## src/rtl/sindoku_pkg.sv

```systemverilog
// sindoku_pkg: shared definitions for the board scheduler.
//   - controller state encoding (state_t)
//   - default board geometry (N_CELLS_DEF, LAST_IDX_DEF)
//   - board port address/data widths and cursor width
//   - cell_addr(): row-major cell index from a cursor position
package sindoku_pkg;

  localparam int N_CELLS_DEF  = 81;  // 9x9 board, row-major
  localparam int LAST_IDX_DEF = 8;   // highest row/column index
  localparam int ADDR_W       = 7;   // board port address width
  localparam int DATA_W       = 5;   // cell digit width
  localparam int POS_W        = 4;   // cursor row/col width

  typedef enum logic [2:0] {
    S_I         = 3'd0,
    S_SOLVE     = 3'd1,
    S_CHECK     = 3'd2,
    S_CORRECT   = 3'd3,
    S_INCORRECT = 3'd4
  } state_t;

  // Row-major address of (r, c) on a board that is 'cols' cells wide.
  function automatic logic [ADDR_W-1:0] cell_addr(input logic [POS_W-1:0] r,
                                                  input logic [POS_W-1:0] c,
                                                  input int               cols);
    return ADDR_W'(r) * ADDR_W'(cols) + ADDR_W'(c);
  endfunction

endpackage

```

## src/rtl/board_sched_if.sv

```systemverilog
// board_sched_if: the shared board memory port plus the display read port.
//
// Handshake rules (one place for all of them):
//   - mem_addr/mem_we/mem_wdata are driven by the scheduler every cycle; a
//     write happens when mem_we is high. mem_rdata/solu_rdata return the data
//     for the address driven in the previous cycle.
//   - disp_req is a level request with disp_addr; there is no backpressure on
//     the return path. disp_gnt is high in the cycle disp_addr is placed on
//     mem_addr; disp_valid/disp_data follow exactly one cycle later.
//
// Modports:
//   master : the scheduler (drives the memory port, answers the display)
//   slave  : memory + display side (bench or board RAM wrapper)
interface board_sched_if;
  import sindoku_pkg::*;

  logic [ADDR_W-1:0] mem_addr;
  logic              mem_we;
  logic [DATA_W-1:0] mem_wdata;
  logic [DATA_W-1:0] mem_rdata;
  logic [DATA_W-1:0] solu_rdata;

  logic              disp_req;
  logic [ADDR_W-1:0] disp_addr;
  logic              disp_gnt;
  logic              disp_valid;
  logic [DATA_W-1:0] disp_data;

  modport master (
    output mem_addr, mem_we, mem_wdata,
    input  mem_rdata, solu_rdata,
    input  disp_req, disp_addr,
    output disp_gnt, disp_valid, disp_data
  );

  modport slave (
    input  mem_addr, mem_we, mem_wdata,
    output mem_rdata, solu_rdata,
    output disp_req, disp_addr,
    input  disp_gnt, disp_valid, disp_data
  );

endinterface

```

## src/rtl/rr_arb2.sv

```systemverilog
// rr_arb2: two-requester round-robin arbiter.
//   clk, rst_n : clock, synchronous active-low reset
//   req_a/b    : requests (a = internal, b = display in board_sched)
//   gnt_a/b    : combinational one-hot grants, same cycle as the request
// A lone requester always wins; on contention the side not granted last wins.
module rr_arb2 (
  input  logic clk,
  input  logic rst_n,
  input  logic req_a,
  input  logic req_b,
  output logic gnt_a,
  output logic gnt_b
);

  // prio_b = 1: requester b wins the next contention.
  logic prio_b;

  assign gnt_b = req_b && (!req_a || prio_b);
  assign gnt_a = req_a && !gnt_b;

  always_ff @(posedge clk) begin
    if (!rst_n) begin
      prio_b <= 1'b1;
    end else if (gnt_a) begin
      prio_b <= 1'b1;
    end else if (gnt_b) begin
      prio_b <= 1'b0;
    end
  end

endmodule

```

## src/rtl/board_sched.sv

```systemverilog
// board_sched: cursor/command controller for a 9x9 digit board sharing one
// memory port between its own traffic (user writes, solution check reads)
// and a display reader.
//
// Ports:
//   Clk, Reset              : clock, synchronous active-low reset
//   R, L, U, D, C           : cursor move / write command pulses
//   CheckSolu, Ack          : start check / acknowledge result pulses
//   userIn                  : digit written by C (values above 9 ignored)
//   bus                     : board memory + display port (board_sched_if)
//   row, col                : cursor position
//   q_I .. q_Incorrect      : one-hot controller state
//   init                    : one-cycle board reload pulse after state I
//   err_count               : mismatches found by the last check (sat. at N_CELLS)
module board_sched
  import sindoku_pkg::*;
#(
  parameter int N_CELLS  = N_CELLS_DEF,
  parameter int LAST_IDX = LAST_IDX_DEF
) (
  input  logic                 Clk,
  input  logic                 Reset,
  input  logic                 R,
  input  logic                 L,
  input  logic                 U,
  input  logic                 D,
  input  logic                 C,
  input  logic                 CheckSolu,
  input  logic                 Ack,
  input  logic [DATA_W-1:0]    userIn,
  board_sched_if.master        bus,
  output logic [POS_W-1:0]     row,
  output logic [POS_W-1:0]     col,
  output logic                 q_I,
  output logic                 q_Solve,
  output logic                 q_Check,
  output logic                 q_Correct,
  output logic                 q_Incorrect,
  output logic                 init,
  output logic [ADDR_W-1:0]    err_count
);

  state_t state;

  // One-entry pending write buffer.
  logic              pend_valid;
  logic [ADDR_W-1:0] pend_addr;
  logic [DATA_W-1:0] pend_data;

  // Check sequencing: chk_idx is the next cell to read; rd_pend marks that
  // mem_rdata/solu_rdata this cycle belong to a check read, rd_last that it
  // was the final cell.
  logic [ADDR_W-1:0] chk_idx;
  logic              rd_pend;
  logic              rd_last;

  logic              disp_valid_q;

  logic              chk_req;
  logic              int_req;
  logic              disp_req_m;
  logic              int_gnt;
  logic              disp_gnt_w;
  logic              chk_issue;
  logic              mismatch;

  // A pending write always goes out before any check read, so a write queued
  // just before CheckSolu lands ahead of the compare of its cell.
  assign chk_req    = (state == S_CHECK) && !pend_valid &&
                      (chk_idx < ADDR_W'(N_CELLS));
  // Requests are masked during reset so no grant or write strobe leaks out.
  assign int_req    = Reset && (pend_valid || chk_req);
  assign disp_req_m = Reset && bus.disp_req;

  rr_arb2 u_arb (
    .clk   (Clk),
    .rst_n (Reset),
    .req_a (int_req),
    .req_b (disp_req_m),
    .gnt_a (int_gnt),
    .gnt_b (disp_gnt_w)
  );

  assign chk_issue = int_gnt && !pend_valid;
  assign mismatch  = rd_pend && (bus.mem_rdata != bus.solu_rdata);

  assign bus.disp_gnt   = disp_gnt_w;
  assign bus.mem_we     = int_gnt && pend_valid;
  assign bus.mem_wdata  = pend_data;
  assign bus.disp_valid = disp_valid_q;
  assign bus.disp_data  = disp_valid_q ? bus.mem_rdata : '0;

  always_comb begin
    bus.mem_addr = '0;
    if (disp_gnt_w) begin
      bus.mem_addr = bus.disp_addr;
    end else if (int_gnt) begin
      bus.mem_addr = pend_valid ? pend_addr : chk_idx;
    end
  end

  assign q_I         = (state == S_I);
  assign q_Solve     = (state == S_SOLVE);
  assign q_Check     = (state == S_CHECK);
  assign q_Correct   = (state == S_CORRECT);
  assign q_Incorrect = (state == S_INCORRECT);

  always_ff @(posedge Clk) begin
    if (!Reset) begin
      state        <= S_I;
      row          <= '0;
      col          <= '0;
      pend_valid   <= 1'b0;
      pend_addr    <= '0;
      pend_data    <= '0;
      chk_idx      <= '0;
      rd_pend      <= 1'b0;
      rd_last      <= 1'b0;
      err_count    <= '0;
      init         <= 1'b0;
      disp_valid_q <= 1'b0;
    end else begin
      init         <= 1'b0;
      disp_valid_q <= disp_gnt_w;
      rd_pend      <= chk_issue;
      rd_last      <= chk_issue && (chk_idx == ADDR_W'(N_CELLS - 1));

      if (bus.mem_we) begin
        pend_valid <= 1'b0;
      end
      if (chk_issue) begin
        chk_idx <= chk_idx + 1'b1;
      end

      case (state)
        S_I: begin
          init  <= 1'b1;
          row   <= '0;
          col   <= '0;
          state <= S_SOLVE;
        end

        S_SOLVE: begin
          // Fixed priority; anything below the winner is dropped.
          if (CheckSolu) begin
            err_count <= '0;
            chk_idx   <= '0;
            state     <= S_CHECK;
          end else if (R) begin
            if (col < POS_W'(LAST_IDX)) col <= col + 1'b1;
          end else if (L) begin
            if (col != '0) col <= col - 1'b1;
          end else if (U) begin
            if (row != '0) row <= row - 1'b1;
          end else if (D) begin
            if (row < POS_W'(LAST_IDX)) row <= row + 1'b1;
          end else if (C) begin
            // A full buffer drops the new write rather than overwriting.
            if ((userIn <= DATA_W'(9)) && !pend_valid) begin
              pend_valid <= 1'b1;
              pend_addr  <= cell_addr(row, col, LAST_IDX + 1);
              pend_data  <= userIn;
            end
          end
        end

        S_CHECK: begin
          if (mismatch && (err_count < ADDR_W'(N_CELLS))) begin
            err_count <= err_count + 1'b1;
          end
          // The last compare is folded in directly since err_count only
          // reflects it next cycle.
          if (rd_last) begin
            state <= ((err_count == '0) && !mismatch) ? S_CORRECT : S_INCORRECT;
          end
        end

        S_CORRECT, S_INCORRECT: begin
          if (Ack) state <= S_I;
        end

        default: state <= S_I;
      endcase
    end
  end

endmodule

```

## src/flat_wrapper.sv

```systemverilog
// flat-port wrapper written by rule: the top's interface ports become plain ports
module board_sched_flat import sindoku_pkg::*;
#(
  parameter int N_CELLS  = N_CELLS_DEF,
  parameter int LAST_IDX = LAST_IDX_DEF
)
  (Clk, Reset, R, L, U, D, C, CheckSolu, Ack, userIn, row, col, q_I, q_Solve, q_Check, q_Correct, q_Incorrect, init, err_count, bus_mem_addr, bus_mem_we, bus_mem_wdata, bus_mem_rdata, bus_solu_rdata, bus_disp_req, bus_disp_addr, bus_disp_gnt, bus_disp_valid, bus_disp_data);
  board_sched_if bus_i ();
  input  logic Clk;
  input  logic Reset;
  input  logic R;
  input  logic L;
  input  logic U;
  input  logic D;
  input  logic C;
  input  logic CheckSolu;
  input  logic Ack;
  input  logic [DATA_W-1:0] userIn;
  output logic [POS_W-1:0] row;
  output logic [POS_W-1:0] col;
  output logic q_I;
  output logic q_Solve;
  output logic q_Check;
  output logic q_Correct;
  output logic q_Incorrect;
  output logic init;
  output logic [ADDR_W-1:0] err_count;
  output wire logic [$bits(bus_i.mem_addr)-1:0] bus_mem_addr;
  output wire logic [$bits(bus_i.mem_we)-1:0] bus_mem_we;
  output wire logic [$bits(bus_i.mem_wdata)-1:0] bus_mem_wdata;
  input wire logic [$bits(bus_i.mem_rdata)-1:0] bus_mem_rdata;
  input wire logic [$bits(bus_i.solu_rdata)-1:0] bus_solu_rdata;
  input wire logic [$bits(bus_i.disp_req)-1:0] bus_disp_req;
  input wire logic [$bits(bus_i.disp_addr)-1:0] bus_disp_addr;
  output wire logic [$bits(bus_i.disp_gnt)-1:0] bus_disp_gnt;
  output wire logic [$bits(bus_i.disp_valid)-1:0] bus_disp_valid;
  output wire logic [$bits(bus_i.disp_data)-1:0] bus_disp_data;
  assign bus_mem_addr = bus_i.mem_addr;
  assign bus_mem_we = bus_i.mem_we;
  assign bus_mem_wdata = bus_i.mem_wdata;
  assign bus_i.mem_rdata = bus_mem_rdata;
  assign bus_i.solu_rdata = bus_solu_rdata;
  assign bus_i.disp_req = bus_disp_req;
  assign bus_i.disp_addr = bus_disp_addr;
  assign bus_disp_gnt = bus_i.disp_gnt;
  assign bus_disp_valid = bus_i.disp_valid;
  assign bus_disp_data = bus_i.disp_data;
  board_sched #(.N_CELLS(N_CELLS), .LAST_IDX(LAST_IDX)) u_core (.Clk(Clk), .Reset(Reset), .R(R), .L(L), .U(U), .D(D), .C(C), .CheckSolu(CheckSolu), .Ack(Ack), .userIn(userIn), .bus(bus_i), .row(row), .col(col), .q_I(q_I), .q_Solve(q_Solve), .q_Check(q_Check), .q_Correct(q_Correct), .q_Incorrect(q_Incorrect), .init(init), .err_count(err_count));
endmodule
```

## config.mk

```make
export PLATFORM = sky130hd
export DESIGN_NAME = board_sched_flat
export DESIGN_NICKNAME = d
export VERILOG_FILES = /design/src/rtl/sindoku_pkg.sv /design/src/rtl/board_sched_if.sv /design/src/rtl/rr_arb2.sv /design/src/rtl/board_sched.sv /design/src/flat_wrapper.sv
export SDC_FILE = /design/constraint.sdc
export NUM_CORES = 1
export LEC_CHECK = 0
export BUFFER_PORTS_ARGS = -buffer_cell sky130_fd_sc_hd__buf_2
export CAP_MARGIN = 20
export CORE_MARGIN = 2
export CORE_UTILIZATION = 50
export DETAILED_ROUTE_END_ITERATION = 8
export GPL_ROUTABILITY_DRIVEN = 1
export PLACE_DENSITY = 0.74
export SLEW_MARGIN = 40
export SYNTH_ARGS = -nofsm -noshare
export SYNTH_HDL_FRONTEND = slang
export SYNTH_SLANG_ARGS = --single-unit
export TNS_END_PERCENT = 20
```

## constraint.sdc

```tcl
create_clock -name Clk -period 2.69 [get_ports Clk]
set_clock_uncertainty 0.15 [all_clocks]
set_input_delay 0 -clock Clk [delete_from_list [all_inputs] [get_ports Clk]]
set_output_delay 0 -clock Clk [all_outputs]
set_load 0.03 [all_outputs]
```

==> results.toml <==
[floorplanning]
dieArea_mm2 = 0.00615
ios = 73
placementRows = 27
chipHeight_um = 78.4
initial_core_util_pct = 50.9
die_w_um = 78.4
core_area_mm2 = 0.00544

[clock_tree]
cts_sinks = 43
cts_root_buffer = "clkbuf_8"
clock_latency_ns = 0.30
cts_tree = "yes"
cts_inserted_buffers = 5
cts_resized = 0
clk_path_buf_depth = 2
cts_max_level = 2
cts.reportedPaths.clkPinSlew_ns = 0.09

[pwr]
p_comb_share_pct = 21.0
pwr-share-clk_pct = 30.4
seq_power_share_pct = 48.6
power_w = 0.00138
p_per_area_mw_per_mm2 = 411
leakagePower_nw = 1.52
ir_drop_v = 0.000272
internal_power_w = 0.000944
p_sw_share_pct = 31.6
p_sw_w = 0.000436

[yosys]
synth-main-ff-cell = "dfxtp_1"
syn_area_mm2 = 0.00277
synthDistinctLibCells = 61
yosysWarnings = 0
synth_xor_area_share_pct = 4.74
synth.area.mux_share_pct = 2.53
synth_top_cell_by_area = "dfxtp_1"
yosys.area_share.simple_pct = 24.5
synth_area_per_cell_um2 = 8.57
synth_fp_nets = 379
synth_cells = 323
post-synth-top-area-fraction_pct = 31.1
yosysMostFrequentCell = "dfxtp_1"
synth-compound-area-share_pct = 20.9
ys_seq_area_share_pct = 31.1
ys_top_cells_by_count = "43 x dfxtp_1, 38 x nand2_1, 21 x ha_1"
synthAdderAreaFrac_pct = 11.7
async_flop_share_pct = 0
synth_seq_cells = 43
synthTopCellsByArea = "dfxtp_1 31%, ha_1 9.5%, nand2_1 5.2%, a21boi_0 4.3%, nand3_1 3.1%"
synth_edf_count = 0
synth_top_family_by_area = "simple AND/OR/NAND/NOR gates"

[cells_and_area]
final_util_pct = 61.7
drive_gt1_share_pct = 23.3
layoutNonFillerInstCount = 475
final_nets = 458
diodes = 0
syn_to_final_growth_pct = 21.2

[critical_path]
cp.required_ns = 2.78
crit_fanout = 7
cp.arrival_ns = 2.62
end_kind = "flip-flop"
critPathLaunchType = "flip-flop"
critPathKind = "flip-flop to flip-flop"

[timing]
max_freq_ghz = 0.395
timing_hold_violations_final = 0
hold_slack_ns = 0.0254
slew_headroom_pct = 60.2
tightest_slew_ns = 0.597
maxSlewViolCount = 0
setup_viol = 0
finalCriticalPeriod_ns = 2.53
rsz0062_at_grt = "false"
fin_crit_sh_pct = 94.2
setup_tns_ns = 0

[hold_path]
hold_class = "input pin to flip-flop"

[job]
cap_violations = 0

[placement]
dp_hpwl_um = 5010
gp_congestion = 0.885
dp.cells = 459
io_buffers = 72

[routing]
drtPass1Iterations = 4
drc = 0
avgRoutedWirePerCell_um = 14.1
initialDrtViolationCount = 174
vias = 2636
ant_nets = 0
routed_via_density = 5.55
routed_wl_um = 6710

[grt]
grtUsageTotal_pct = 22.9
overflow = 0
grt_pass1_vias = 2499
grt_start_max_net_pins = 28
antenna_found_initial = 0
grt_pass1_wl_um = 11400

[outcome]
status = "complete, no violations"
through the flow:
step | setup slack (ns) | instance area [um2]
CTS | 0.184 | 3360
global route | 0.0251 | 3360
global placement | 0.300 | 3190
detailed placement | 0.233 | 3190
finish | 0.156 | 3360
floorplan | 0.155 | 2770
worst max-delay path: stages, from the launching register on:
cell and delay, ns:
dfxtp_1 0.45, ha_1 0.28, ha_1 0.28, ha_1 0.35, o21ai_0 0.14, o21bai_1 0.16
a21oi_1 0.10, or4b_1 0.50, nand3_1 0.08
worst paths after layout:
path	slack, ns	from	to	cells past startpoint
setup / recovery	0.16	u_core.row[3]$_SDFFE_PN0P_	u_core.pend_addr[6]$_SDFFE_PN0P_	8
hold / removal	0.03	U	u_core.row[2]$_SDFFE_PN0P_	4
setup reg to reg	0.16	u_core.row[3]$_SDFFE_PN0P_	u_core.pend_addr[6]$_SDFFE_PN0P_	8
hold reg to reg	0.32	u_core.bus.mem_wdata[3]$_SDFFE_PN0P_	u_core.bus.mem_wdata[3]$_SDFFE_PN0P_	2
layout by cell type, fill, tap and decap left out, drive strengths merged, types with 9 or more instances in the layout:
cell | synthesis | final
o21ai | 12 | 12
ha | 21 | 21
xnor2 | 9 | 9
nand2 | 38 | 38
a21boi | 17 | 17
a21oi | 16 | 16
nor2 | 14 | 14
inv | 13 | 13
buf | 5 | 78
and2 | 10 | 10
dfxtp | 43 | 43
nand3 | 17 | 17
cell families after synthesis:
group,after synthesis
AO/OA/AOI/OAI,81
AND/OR/NAND/NOR,125
XOR/XNOR,15
adder cells (fa/ha/maj),24
multiplexers,7
flip-flops,43
buffers and inverters,28
power by group through the flow:
| stage | logic, W | clock network (W) | registers (W) |
|---|---|---|---|
| floorplan | 0.000181 | 0 | 0.000694 |
| global placement | 0.000276 | 0 | 0.000684 |
| detailed placement | 0.000281 | 0 | 0.000685 |
| CTS | 0.000291 | 0.000427 | 0.000670 |
| global route | 0.000318 | 0.000464 | 0.000674 |
| finish | 0.000290 | 0.000419 | 0.000671 |
state kept, by name, summed over array words and instances (netlist names):
register,cells
u_core.row,4
u_core.bus.mem_wdata,5
u_core.rd_last,1
u_core.u_arb.prio_b,1
u_core.bus.disp_valid,1
u_core.state,3
u_core.chk_idx,7
u_core.pend_addr,7
u_core.init,1
u_core.col,4
u_core.rd_pend,1
u_core.err_count,7
u_core.pend_valid,1
area by class of cell:
type | instances | area, um2
Clock buffer | 6 | 72.6
Clock inverter | 2 | 12.5
Fill cell | 492 | 2080
Inverter | 14 | 52.6
Multi-Input combinational cell | 252 | 1780
Sequential cell | 43 | 861
Tap cell | 72 | 90.1
Timing Repair Buffer | 86 | 485
metal layers:
metal  GRT usage (%)  part of all wire [%]  up-vias
met5               0                     0        -
met4            6.32                   1.0        0
met3            3.91                   4.0        7
met2            37.5                    47       71
met1            31.2                    48     1228
li1                -                     -     1330
repair_timing:
action / in CTS / in global routing
endpoints found under the hold margin: 15 / 0
buffers inserted: 0 / 0
endpoints found under the setup margin: 0 / 0
hold buffers: 8 / 0
(Power assumes the default switching activity.)
